--- src/rtl/timer_irq_pkg.sv ---
// Shared definitions for the timer_irq peripheral: register offsets and bit positions.
package timer_irq_pkg;

    typedef enum logic [2:0] {
        TMR_CTRL   = 3'd0,
        TMR_PRE    = 3'd1,
        TMR_CMP_L  = 3'd2,
        TMR_CMP_H  = 3'd3,
        TMR_CNT_L  = 3'd4,
        TMR_CNT_H  = 3'd5,
        TMR_STATUS = 3'd6,
        TMR_RSVD   = 3'd7
    } tmr_reg_e;

    localparam int unsigned CTRL_EN      = 0;
    localparam int unsigned CTRL_IE      = 1;
    localparam int unsigned CTRL_CLR     = 2;
    localparam int unsigned STATUS_MATCH = 0;

    function automatic logic [7:0] ctrl_to_byte(input logic [2:0] ctrl);
        return {5'b0_0000, ctrl};
    endfunction

endpackage

--- src/rtl/timer_irq_if.sv ---
// CPU data/IO bus and interrupt line as seen by the timer peripheral.
interface timer_irq_if;
    logic [15:0] address;
    logic [7:0]  data_in;
    logic        write_en;
    logic        read_en;
    logic [7:0]  data_out;
    logic        interrupt;
    logic        interrupt_clr;

    modport master (
        output address, data_in, write_en, read_en, interrupt_clr,
        input  data_out, interrupt
    );

    modport slave (
        input  address, data_in, write_en, read_en, interrupt_clr,
        output data_out, interrupt
    );
endinterface

--- src/rtl/timer_irq_prescaler.sv ---
// Prescaler: ticks once every pre+1 clocks while enabled; held at 0 when disabled or restarted.
module timer_prescaler (
    input  logic       clk,
    input  logic       reset,
    input  logic       en,
    input  logic [7:0] pre,
    input  logic       restart,
    output logic       tick
);
    logic [7:0] pcnt_q, pcnt_d;

    // Equality compare: a PRE lowered below pcnt lets pcnt wrap through 255 first.
    assign tick = en && (pcnt_q == pre);

    always_comb begin
        pcnt_d = pcnt_q + 8'd1;
        if (!en || restart || tick) begin
            pcnt_d = '0;
        end
    end

    always_ff @(posedge clk) begin
        if (!reset) begin
            pcnt_q <= '0;
        end else begin
            pcnt_q <= pcnt_d;
        end
    end
endmodule

--- src/rtl/timer_irq.sv ---
// Memory-mapped 16-bit timer/compare peripheral with level interrupt.
module timer_irq
    import timer_irq_pkg::*;
#(
    parameter logic [15:0] BASE_ADDR = 16'h1010
) (
    input  logic        clk,
    input  logic        reset,
    timer_irq_if.slave  bus
);
    logic [2:0]  ctrl_q, ctrl_d;
    logic [7:0]  pre_q, pre_d;
    logic [15:0] cmp_q, cmp_d;
    logic [15:0] count_q, count_d;
    logic [7:0]  shadow_q, shadow_d;
    logic        match_q, match_d;
    logic [7:0]  dout_q, dout_d;

    logic        sel, wr, rd, cnt_wr, tick, hit, sw_clr;
    logic [7:0]  rdata;
    tmr_reg_e    offs;

    assign sel    = (bus.address[15:3] == BASE_ADDR[15:3]);
    assign wr     = sel && bus.write_en;
    assign rd     = sel && bus.read_en;
    assign offs   = tmr_reg_e'(bus.address[2:0]);
    assign cnt_wr = wr && (offs == TMR_CNT_L);
    assign sw_clr = wr && (offs == TMR_STATUS) && bus.data_in[STATUS_MATCH];
    // A CNT_L write on the matching tick suppresses the match.
    assign hit    = tick && (count_q == cmp_q) && !cnt_wr;

    timer_prescaler u_prescaler (
        .clk     (clk),
        .reset   (reset),
        .en      (ctrl_q[CTRL_EN]),
        .pre     (pre_q),
        .restart (cnt_wr),
        .tick    (tick)
    );

    always_comb begin
        rdata = '0;
        case (offs)
            TMR_CTRL:   rdata = ctrl_to_byte(ctrl_q);
            TMR_PRE:    rdata = pre_q;
            TMR_CMP_L:  rdata = cmp_q[7:0];
            TMR_CMP_H:  rdata = cmp_q[15:8];
            TMR_CNT_L:  rdata = count_q[7:0];
            TMR_CNT_H:  rdata = shadow_q;
            TMR_STATUS: rdata[STATUS_MATCH] = match_q;
            default:    rdata = '0;
        endcase
    end

    always_comb begin
        ctrl_d   = ctrl_q;
        pre_d    = pre_q;
        cmp_d    = cmp_q;
        count_d  = count_q;
        shadow_d = shadow_q;
        match_d  = match_q;
        dout_d   = rd ? rdata : '0;

        if (wr) begin
            case (offs)
                TMR_CTRL:  ctrl_d      = bus.data_in[2:0];
                TMR_PRE:   pre_d       = bus.data_in;
                TMR_CMP_L: cmp_d[7:0]  = bus.data_in;
                TMR_CMP_H: cmp_d[15:8] = bus.data_in;
                default:   ;
            endcase
        end

        if (rd && (offs == TMR_CNT_L)) begin
            shadow_d = count_q[15:8];
        end

        if (cnt_wr) begin
            count_d = '0;
        end else if (tick) begin
            count_d = (hit && ctrl_q[CTRL_CLR]) ? '0 : count_q + 16'd1;
        end

        if (hit) begin
            match_d = 1'b1;
        end else if (sw_clr || bus.interrupt_clr) begin
            match_d = 1'b0;
        end
    end

    always_ff @(posedge clk) begin
        if (!reset) begin
            ctrl_q   <= '0;
            pre_q    <= '0;
            cmp_q    <= '0;
            count_q  <= '0;
            shadow_q <= '0;
            match_q  <= 1'b0;
            dout_q   <= '0;
        end else begin
            ctrl_q   <= ctrl_d;
            pre_q    <= pre_d;
            cmp_q    <= cmp_d;
            count_q  <= count_d;
            shadow_q <= shadow_d;
            match_q  <= match_d;
            dout_q   <= dout_d;
        end
    end

    assign bus.data_out  = dout_q;
    assign bus.interrupt = match_q & ctrl_q[CTRL_IE];
endmodule
--- src/flat_wrapper.sv ---
// flat-port wrapper written by rule: the top's interface ports become plain ports
module timer_irq_flat import timer_irq_pkg::*;
#(
    parameter logic [15:0] BASE_ADDR = 16'h1010
)
  (clk, reset, bus_address, bus_data_in, bus_write_en, bus_read_en, bus_interrupt_clr, bus_data_out, bus_interrupt);
  timer_irq_if bus_i ();
  input  logic clk;
  input  logic reset;
  input wire logic [$bits(bus_i.address)-1:0] bus_address;
  input wire logic [$bits(bus_i.data_in)-1:0] bus_data_in;
  input wire logic [$bits(bus_i.write_en)-1:0] bus_write_en;
  input wire logic [$bits(bus_i.read_en)-1:0] bus_read_en;
  input wire logic [$bits(bus_i.interrupt_clr)-1:0] bus_interrupt_clr;
  output wire logic [$bits(bus_i.data_out)-1:0] bus_data_out;
  output wire logic [$bits(bus_i.interrupt)-1:0] bus_interrupt;
  assign bus_i.address = bus_address;
  assign bus_i.data_in = bus_data_in;
  assign bus_i.write_en = bus_write_en;
  assign bus_i.read_en = bus_read_en;
  assign bus_i.interrupt_clr = bus_interrupt_clr;
  assign bus_data_out = bus_i.data_out;
  assign bus_interrupt = bus_i.interrupt;
  timer_irq #(.BASE_ADDR(BASE_ADDR)) u_core (.clk(clk), .reset(reset), .bus(bus_i));
endmodule
--- config.mk ---
export PLATFORM = sky130hd
export DESIGN_NAME = timer_irq_flat
export DESIGN_NICKNAME = d
export VERILOG_FILES = /design/src/rtl/timer_irq_pkg.sv /design/src/rtl/timer_irq_if.sv /design/src/rtl/timer_irq_prescaler.sv /design/src/rtl/timer_irq.sv /design/src/flat_wrapper.sv
export SDC_FILE = /design/constraint.sdc
export NUM_CORES = 1
export LEC_CHECK = 0
export BUFFER_PORTS_ARGS = -buffer_cell sky130_fd_sc_hd__buf_2
export CAP_MARGIN = 20
export CORE_MARGIN = 1.5
export CORE_UTILIZATION = 58
export CTS_CLUSTER_DIAMETER = 120
export DETAILED_ROUTE_END_ITERATION = 16
export PLACE_DENSITY = 0.82
export REMOVE_ABC_BUFFERS = 1
export SYNTH_ARGS = -nofsm -noshare
export SYNTH_HDL_FRONTEND = slang
export SYNTH_SLANG_ARGS = --single-unit
--- constraint.sdc ---
create_clock -name clk -period 3.05 [get_ports clk]
set_input_delay 0.61 -clock clk [delete_from_list [all_inputs] [get_ports clk]]
set_output_delay 0.61 -clock clk [all_outputs]
set_load 0.05 [all_outputs]
==> results of run 1 <==
==> registers in the layout, indices dropped and copies added, names as in the netlist <==
register,flops
u_core.bus.data_out,8
u_core.cmp_q,16
u_core.count_q,16
u_core.ctrl_q,3
u_core.match_q,1
u_core.pre_q,8
u_core.shadow_q,8
u_core.u_prescaler.pcnt_q,8
==> metrics by stage <==
stage	TNS, ns	util	instance area, um^2	total power, mW	std cells
floorplan	-0.817	-	3360	0.935	349
global placement	0	0.651	3670	0.980	463
detailed placement	0	0.651	3670	0.982	463
CTS	0	0.682	3850	1.64	479
global route	0	0.682	3850	1.68	479
finish	0	0.682	3850	1.64	479
==> how the worst max path moves through the flow <==
stage	to	cells after the start
global route	u_core.pre_q[0]	7
detailed placement	u_core.pre_q[0]	7
CTS	u_core.pre_q[0]	7
finish	u_core.pre_q[5]	7
floorplan	u_core.pre_q[0]	5
global placement	u_core.pre_q[4]	7
==> routing by layer <==
layer  part of all wire  global-route usage  up-vias
met4              0.015               0.107        0
met2               0.49               0.466       67
li1                   -                   -     1398
met5                  0                   0        -
met3              0.052              0.0773       15
met1               0.45               0.349     1400
==> layout by cell type, fill, tap and decap left out, types with 5 or more instances in the layout <==
master,instances
nand3_1,9
buf_2,37
nor2_1,21
mux2i_1,36
nor4_1,5
o21ai_0,13
or4_1,7
dfxtp_1,68
xnor2_1,21
mux2_2,5
o31ai_1,6
clkbuf_8,10
nand4_1,11
a22oi_1,5
a21boi_0,8
and3_1,6
xor2_1,10
a21oi_1,13
nand2_1,19
buf_4,5
nor2b_1,31
==> Yosys cell counts, types with 2 or more instances <==
cell,number
mux2i_1,36
buf_2,2
a31oi_1,2
nand2_1,19
nand2b_1,2
o21a_1,3
and3_1,6
a211oi_1,2
xor2_1,10
buf_1,3
nor2b_1,31
a221oi_1,2
xnor2_1,21
nand3_1,9
ha_1,2
nor4_1,5
a21oi_1,13
clkbuf_1,18
a21o_1,3
nor3_1,4
or3_1,4
inv_1,4
dfxtp_1,68
mux2_2,5
or4bb_1,2
nor2_1,21
a21boi_0,8
o31ai_1,6
o22a_1,4
nor3b_1,2
or4_1,7
and2_1,3
a22oi_1,5
nand4_1,11
o21ai_0,13
==> cells by family after synthesis <==
logic type | after synthesis | share of synthesized area
flip-flops | 68 | 0.393
adder cells (fa/ha/maj) | 2 | 0.00723
AO/OA/AOI/OAI | 67 | 0.131
multiplexers | 42 | 0.127
XOR/XNOR | 31 | 0.0785
AND/OR/NAND/NOR | 135 | 0.229
buffers and inverters | 28 | 0.0333
==> critical path, cell delays in order <==
cell and delay [ns]:
buf_2 0.10, or4_1 0.57, or4_4 0.63, nor3b_1 0.22, buf_4 0.23, mux2i_1 0.21, nor2b_1 0.06
==> power by group through the flow <==
stage / Clock, mW / Combinational, mW / Sequential (mW)
after CTS: 0.676 / 0.0742 / 0.887
after global routing: 0.711 / 0.0815 / 0.887
after detailed placement: 0 / 0.0744 / 0.908
final: 0.677 / 0.0756 / 0.887
after global placement: 0 / 0.0725 / 0.908
after floorplan: 0 / 0.0273 / 0.908
==> area by class of cell <==
cell class                 count  area share
timing repair buffer          42      0.0578
inverter                       4     0.00390
multi-input combinational    277       0.515
tap                           72      0.0234
sequential                    68       0.354
clock inverter                 6      0.0104
clock buffer                  10      0.0357
==> impl_metrics.env, run 1 <==
export IMPL_switchingPower_uw=407
export IMPL_hold_end="u_core.u_prescaler.pcnt_q[0]"
export IMPL_worstHoldStart="u_core.u_prescaler.pcnt_q[0]"
export IMPL_setup_viol=0
export IMPL_nets=433
export IMPL_cts_buffer_depth=2
export IMPL_tightest_slew_ns=0.816
export IMPL_cts_num_sinks=68
export IMPL_fin_ws_ns=0.656
export IMPL_antenna_found_initial=0
export IMPL_fp_dieH_um=80.2
export IMPL_r2r_slack_ns=0.73
export IMPL_drv_cap=0
export IMPL_startpoint="bus_address[10]"
export IMPL_drt_iter0_markers=228
export IMPL_synth_flop_cell="dfxtp_1"
export IMPL_area_growth_pct=11.3
export IMPL_clock_skew_ns=0.00846
export IMPL_leakage_nw=1.40
export IMPL_clkTransAtPathRegs_ns=0.08
export IMPL_final_hold_violation_count=0
export IMPL_ys_seq_elements=68
export IMPL_cts_hold_buf=0
export IMPL_ctsResizeCount=0
export IMPL_end_kind="flop"
export IMPL_place_hpwl_um=6020
export IMPL_worstPathRequired_ns=3.30
export IMPL_drv_slew=0
export IMPL_fin_crit_sh=0.785
export IMPL_grt_pass1_wl_um=13700
export IMPL_clock_fmax_ghz=0.418
export IMPL_r2r_start="u_core.pre_q[4]"
export IMPL_hold_depth=1
export IMPL_firstDrtPassIters=4
export IMPL_nFillCells=465
export IMPL_seq_power_share=0.541
export IMPL_grt_overflow=0
export IMPL_syn_avg_cell_area_um2=9.27
export IMPL_startpoint_type="input port"
export IMPL_multi_input_area_um2=1980
export IMPL_grt_total_usage=0.283
export IMPL_port_buffers=37
export IMPL_grt_max_degree=39
export IMPL_htree_levels=3
export IMPL_slew_headroom=0.451
export IMPL_powerDensity_nw_per_um2=426
export IMPL_start_util=0.613
export IMPL_synth_top_area_frac=0.393
export IMPL_r2r_end="u_core.count_q[15]"
export IMPL_numCtsBuffers=9
export IMPL_syn_inst=373
export IMPL_crit_fanout=14
export IMPL_yosysWarnings=0
export IMPL_root_buffer="clkbuf_8"
export IMPL_worstPathArrival_ns=2.65
export IMPL_cts_setup_buffers=0
export IMPL_wirelength_um=8420
export IMPL_die_x_um=80.2
export IMPL_pin_count=38
export IMPL_synth_area_top_cells="dfxtp_1 39%, mux2i_1 10%, nor2b_1 5.6%"
export IMPL_yosysTopAreaCell="dfxtp_1"
export IMPL_ir_drop_v=0.000324
export IMPL_die_area_um2=6440
export IMPL_via_per_inst=6.01
export IMPL_path_class="input port to flop"
export IMPL_rsz0062_at_grt="false"
export IMPL_cts_tree="done"
export IMPL_antenna_cells=0
export IMPL_holdWs_ns=0.499
export IMPL_drcViolationCount=0
export IMPL_core_area_um2=5640
export IMPL_min_period_ns=2.39
export IMPL_drive_gt1_frac=0.182
export IMPL_synthDistinctLibCells=52
export IMPL_place_congestion=0.857
export IMPL_rows=27
export IMPL_hp_class="flop to flop"
export IMPL_grt_pass1_vias=2818
export IMPL_synth_area_um2=3460
export IMPL_wire_per_inst_um=17.6
export IMPL_switching_share=0.248
export IMPL_clk_insertion_delay_late_ns=0.36
export IMPL_num_vias=2880
export IMPL_dp_slack_ns=0.307
export IMPL_r2r_cells=5
export IMPL_status="finished clean"
export IMPL_p_int_mw=1.23
export IMPL_synth_edff_count=0
export IMPL_p_comb_frac=0.046
export IMPL_async_reset_ff_frac=0
export IMPL_ys_seq_area_frac=0.393
export IMPL_power_frac_clock=0.413
export IMPL_ant_nets=0
export IMPL_regArea_um2=1360
Power figures use the tool's default switching activity.
==> run 2: changes to the inputs <==
CORE_UTILIZATION = 53   (was 58)
PLACE_DENSITY = 0.79   (was 0.82)
clock period = 2.1 ns   (was 3.05 ns; I/O delays follow)
==> run 2 against run 1 <==
Routed wire length rose by 4.2%. First-iteration DRC count fell by 20%. Cell count rose by 5.8%. Setup slack got worse by 0.64 ns. Largest power group unchanged.
==> impl_metrics.env, run 2 (synthesis results as in run 1) <==
export IMPL_status="finished clean"
export IMPL_area_growth_pct=20.1
export IMPL_ir_drop_v=0.000607
export IMPL_end_kind="flop"
export IMPL_startpoint="bus_address[3]"
export IMPL_fp_dieH_um=83.8
export IMPL_port_buffers=37
export IMPL_rsz0062_at_grt="true"
export IMPL_grt_pass1_vias=2986
export IMPL_clock_skew_ns=0.00853
export IMPL_r2r_end="u_core.count_q[6]"
export IMPL_min_period_ns=2.08
export IMPL_r2r_slack_ns=0.13
export IMPL_worstPathArrival_ns=2.32
export IMPL_grt_max_degree=29
export IMPL_htree_levels=3
export IMPL_crit_path_end="u_core.cmp_q[2]"
export IMPL_rows=29
export IMPL_fin_util=0.658
export IMPL_fin_crit_sh=0.991
export IMPL_setup_viol=0
export IMPL_cts_buffer_depth=2
export IMPL_clock_fmax_ghz=0.481
export IMPL_crit_fanout=5
export IMPL_die_area_um2=7020
export IMPL_grt_overflow=0
export IMPL_ant_nets=0
export IMPL_cts_tree="done"
export IMPL_clk_insertion_delay_late_ns=0.36
export IMPL_tightest_slew_ns=0.387
export IMPL_slew_headroom=0.735
export IMPL_startpoint_type="input port"
export IMPL_dp_cells=491
export IMPL_via_per_inst=5.79
export IMPL_worstHoldStart="bus_data_in[3]"
export IMPL_grt_pass1_wl_um=14200
export IMPL_core_area_um2=6310
export IMPL_placed_area_um2=3860
export IMPL_wirelength_um=8770
export IMPL_drv_slew=0
export IMPL_pin_count=38
export IMPL_drive_gt1_frac=0.237
export IMPL_dp_slack_ns=-0.398
export IMPL_wire_per_inst_um=17.3
export IMPL_drt_iter0_markers=183
export IMPL_leakage_nw=1.54
export IMPL_place_congestion=0.926
export IMPL_place_hpwl_um=6510
export IMPL_cts_hold_buf=0
export IMPL_mostFrequentLayoutCell="dfxtp_1"
export IMPL_r2r_start="u_core.pre_q[3]"
export IMPL_path_class="input port to flop"
export IMPL_r2r_cells=6
export IMPL_firstDrtPassIters=4
export IMPL_final_cell_mix="68 x dfxtp_1, 37 x buf_2, 35 x mux2i_1"
export IMPL_top_regs="u_core.cmp_q x16, u_core.count_q x16"
export IMPL_drcViolationCount=0
export IMPL_final_area_um2=4160
export IMPL_grt_total_usage=0.258
export IMPL_hp_class="input port to flop"
export IMPL_num_vias=2934
export IMPL_timing_setup_tns_ns=0
export IMPL_root_buffer="clkbuf_8"
export IMPL_finalPower_mw=2.67
export IMPL_cts_num_sinks=68
export IMPL_holdWs_ns=0.332
export IMPL_nets=456
export IMPL_start_util=0.548
export IMPL_numCtsBuffers=9
export IMPL_finalNonFillerCells=507
export IMPL_antenna_cells=0
export IMPL_antenna_found_initial=0
export IMPL_powerDensity_nw_per_um2=643
export IMPL_die_x_um=83.8
export IMPL_worstPathRequired_ns=2.34
export IMPL_final_hold_violation_count=0
export IMPL_drv_cap=0
export IMPL_cts_setup_buffers=0
export IMPL_fin_ws_ns=0.0195
export IMPL_clkTransAtPathRegs_ns=0.08
-- run 2: cell count changes in the layout (fill, tap and decap cells not counted), sizes merged --
cell,previous run,this run
buf,42,65
bufinv,0,2
clkbuf,10,11
clkinv,5,1
clkinvlp,1,2
-- run 2: final cells by class --
| cell class | instances | area (um^2) |
|---|---|---|
| Clock buffer | 11 | 151 |
| Clock inverter | 5 | 83.8 |
| Fill cell | 506 | 2160 |
| Inverter | 4 | 15.0 |
| Multi-Input combinational cell | 277 | 2030 |
| Sequential cell | 68 | 1360 |
| Tap cell | 77 | 96.3 |
| Timing Repair Buffer | 65 | 419 |
-- run 2: power by group --
part	total [mW]	internal [mW]	switching, mW
Clock	1.25	0.735	0.518
Sequential	1.29	1.29	0.00000589
Combinational	0.129	0.0589	0.0704
Total	2.67	2.08	0.589
-- run 2: what timing repair did --
| action | 4_1_cts | 5_1_grt |
|---|---|---|
| gates cloned | 0 | 0 |
| pin swaps | 2 | 1 |
| endpoints found under the setup margin | 12 | 25 |
| gates resized for setup | 2 | 10 |
-- run 2: critical path: stages --
cell	delay, ns
buf_2	0.10
or4b_4	0.53
or4_4	0.61
nor3_4	0.21
buf_4	0.17
mux2i_1	0.21
nor2b_1	0.07
-- run 2: worst min-delay path by stage --
stage / to / slack [ns] / depth (start not counted)
final: u_core.cmp_q[11] / 0.33 / 3
after global routing: u_core.cmp_q[11] / 0.34 / 3
after global placement: u_core.u_prescaler.pcnt_q[0] / 0.48 / 1
after detailed placement: u_core.u_prescaler.pcnt_q[0] / 0.49 / 1
after floorplan: u_core.u_prescaler.pcnt_q[0] / 0.45 / 1
after CTS: u_core.cmp_q[11] / 0.33 / 3
-- run 2: layer usage --
metal / GRT usage / wire length, um / up-vias
met4: 0.131 / 184 / 0
met2: 0.417 / 4270 / 78
met3: 0.0673 / 494 / 19
met1: 0.316 / 3820 / 1394
met5: 0 / 0 / -
li1: - / - / 1443
==> run 3: changes to the inputs <==
RECOVER_POWER = 25   (was not set)
REMOVE_ABC_BUFFERS = not set   (was 1)
==> run 3 against run 2 <==
Die area did not move. Largest power group unchanged. Core utilization fell by 0.61 points. Cell count fell by 0.20%. Via count rose by 1.2%.
==> impl_metrics.env, run 3 (synthesis results as in run 1) <==
export IMPL_drt_iter0_markers=152
export IMPL_startpoint="bus_address[15]"
export IMPL_place_hpwl_um=6160
export IMPL_wl_met1_um=3790
export IMPL_place_congestion=0.906
export IMPL_worstPathRequired_ns=2.36
export IMPL_slew_headroom=0.603
export IMPL_mostFrequentLayoutCell="dfxtp_1"
export IMPL_clk_insertion_delay_late_ns=0.36
export IMPL_cts_num_sinks=68
export IMPL_grt_max_degree=33
export IMPL_r2r_start="u_core.pre_q[0]"
export IMPL_leakage_nw=1.49
export IMPL_finalNonFillerCells=506
export IMPL_start_util=0.548
export IMPL_firstDrtPassIters=5
export IMPL_port_buffers=37
export IMPL_rsz0062_at_grt="true"
export IMPL_core_area_um2=6310
export IMPL_setup_viol=0
export IMPL_root_buffer="clkbuf_8"
export IMPL_tightest_slew_ns=0.599
export IMPL_final_cell_mix="65 x dfxtp_1, 34 x mux2i_1, 31 x nor2b_1"
export IMPL_min_period_ns=2.07
export IMPL_drive_gt1_frac=0.219
export IMPL_clock_skew_ns=0.00668
export IMPL_grt_pass1_vias=2832
export IMPL_rows=29
export IMPL_r2r_end="u_core.count_q[12]"
export IMPL_nets=455
export IMPL_r2r_slack_ns=0.10
export IMPL_antenna_cells=0
export IMPL_drcViolationCount=0
export IMPL_via_per_inst=5.87
export IMPL_die_x_um=83.8
export IMPL_cts_tree="done"
export IMPL_final_area_um2=4120
export IMPL_r2r_cells=7
export IMPL_drv_cap=0
export IMPL_highest_layer="met4"
export IMPL_nFillCells=504
export IMPL_wl_met2_um=3910
export IMPL_final_hold_violation_count=0
export IMPL_wirelength_um=8510
export IMPL_crit_fanout=6
export IMPL_drv_slew=0
export IMPL_met3_length_um=595
export IMPL_startpoint_type="input port"
export IMPL_cts_hold_buf=0
export IMPL_antenna_found_initial=0
export IMPL_ant_nets=0
export IMPL_numCtsBuffers=9
export IMPL_fp_dieH_um=83.8
export IMPL_holdWs_ns=0.335
export IMPL_dp_cells=489
export IMPL_ir_drop_v=0.000679
export IMPL_finalPower_mw=2.52
export IMPL_worstPathArrival_ns=2.32
export IMPL_area_growth_pct=19.0
export IMPL_pin_count=38
export IMPL_fin_crit_sh=0.984
export IMPL_placed_area_um2=3890
export IMPL_wire_per_inst_um=16.8
export IMPL_htree_levels=3
export IMPL_die_area_um2=7020
export IMPL_hp_class="input port to flop"
export IMPL_top_regs="u_core.cmp_q x16, u_core.count_q x16"
export IMPL_path_class="input port to flop"
export IMPL_synth_fp_nets=404
export IMPL_cts_buffer_depth=2
export IMPL_grt_pass1_wl_um=14000
export IMPL_crit_path_end="u_core.cmp_q[4]"
export IMPL_grt_total_usage=0.254
export IMPL_grt_overflow=0
export IMPL_clock_fmax_ghz=0.484
export IMPL_clkTransAtPathRegs_ns=0.08
export IMPL_status="finished clean"
export IMPL_end_kind="flop"
export IMPL_num_vias=2969
export IMPL_powerDensity_nw_per_um2=611
## run 3: how the worst min path moves through the flow
stage / slack [ns] / depth (start not counted) / to / start
after floorplan: 0.45 / 1 / u_core.u_prescaler.pcnt_q[0] / u_core.u_prescaler.pcnt_q[0]
after global placement: 0.47 / 1 / u_core.u_prescaler.pcnt_q[0] / u_core.u_prescaler.pcnt_q[0]
after detailed placement: 0.48 / 1 / u_core.u_prescaler.pcnt_q[0] / u_core.u_prescaler.pcnt_q[0]
after CTS: 0.32 / 3 / u_core.cmp_q[12] / bus_data_in[4]
after global routing: 0.34 / 3 / u_core.cmp_q[13] / bus_data_in[5]
final: 0.34 / 3 / u_core.cmp_q[12] / bus_data_in[4]
## run 3: metal layers
layer  vias to the layer above  GRT usage
li1                       1443          -
met5                         -          0
met3                        20     0.0682
met1                      1404      0.334
met2                       102      0.389
met4                         0      0.121
## run 3: critical path, cell delays in order
cell and delay, ns:
buf_6 0.09, or4_4 0.52, or4_4 0.53, buf_6 0.15, nor3_4 0.18, buf_12 0.16, mux2i_2 0.20, nor2b_1 0.06
## run 3: through the flow
stage	setup WS, ns	utilization	setup TNS (ns)
after floorplan	-0.201	-	-6.58
after global placement	-0.326	0.616	-13.99
after CTS	0.0198	0.647	0
after detailed placement	-0.346	0.616	-15.09
after global routing	-0.0409	0.652	-0.0747
final	0.0346	0.652	0
## run 3: where the power goes
part | internal (mW) | total [mW] | switching [mW]
combinational | 0.0600 | 0.132 | 0.0719
clock | 0.553 | 1.10 | 0.545
sequential | 1.29 | 1.29 | 0.00000574
## run 3: layout make-up
type	instances	area (um^2)	share of cell area
Multi-Input combinational cell	277	2010	0.488
Sequential cell	68	1370	0.332
Timing Repair Buffer	64	432	0.105
Clock buffer	9	124	0.0301
Tap cell	77	96.3	0.0234
Clock inverter	7	76.3	0.0185
Inverter	4	15.0	0.00365
## run 3: timing repair
action | CTS | global route
endpoints found under the setup margin | 0 | 27
buffers inserted | 0 | 1
gates resized for setup | 0 | 14
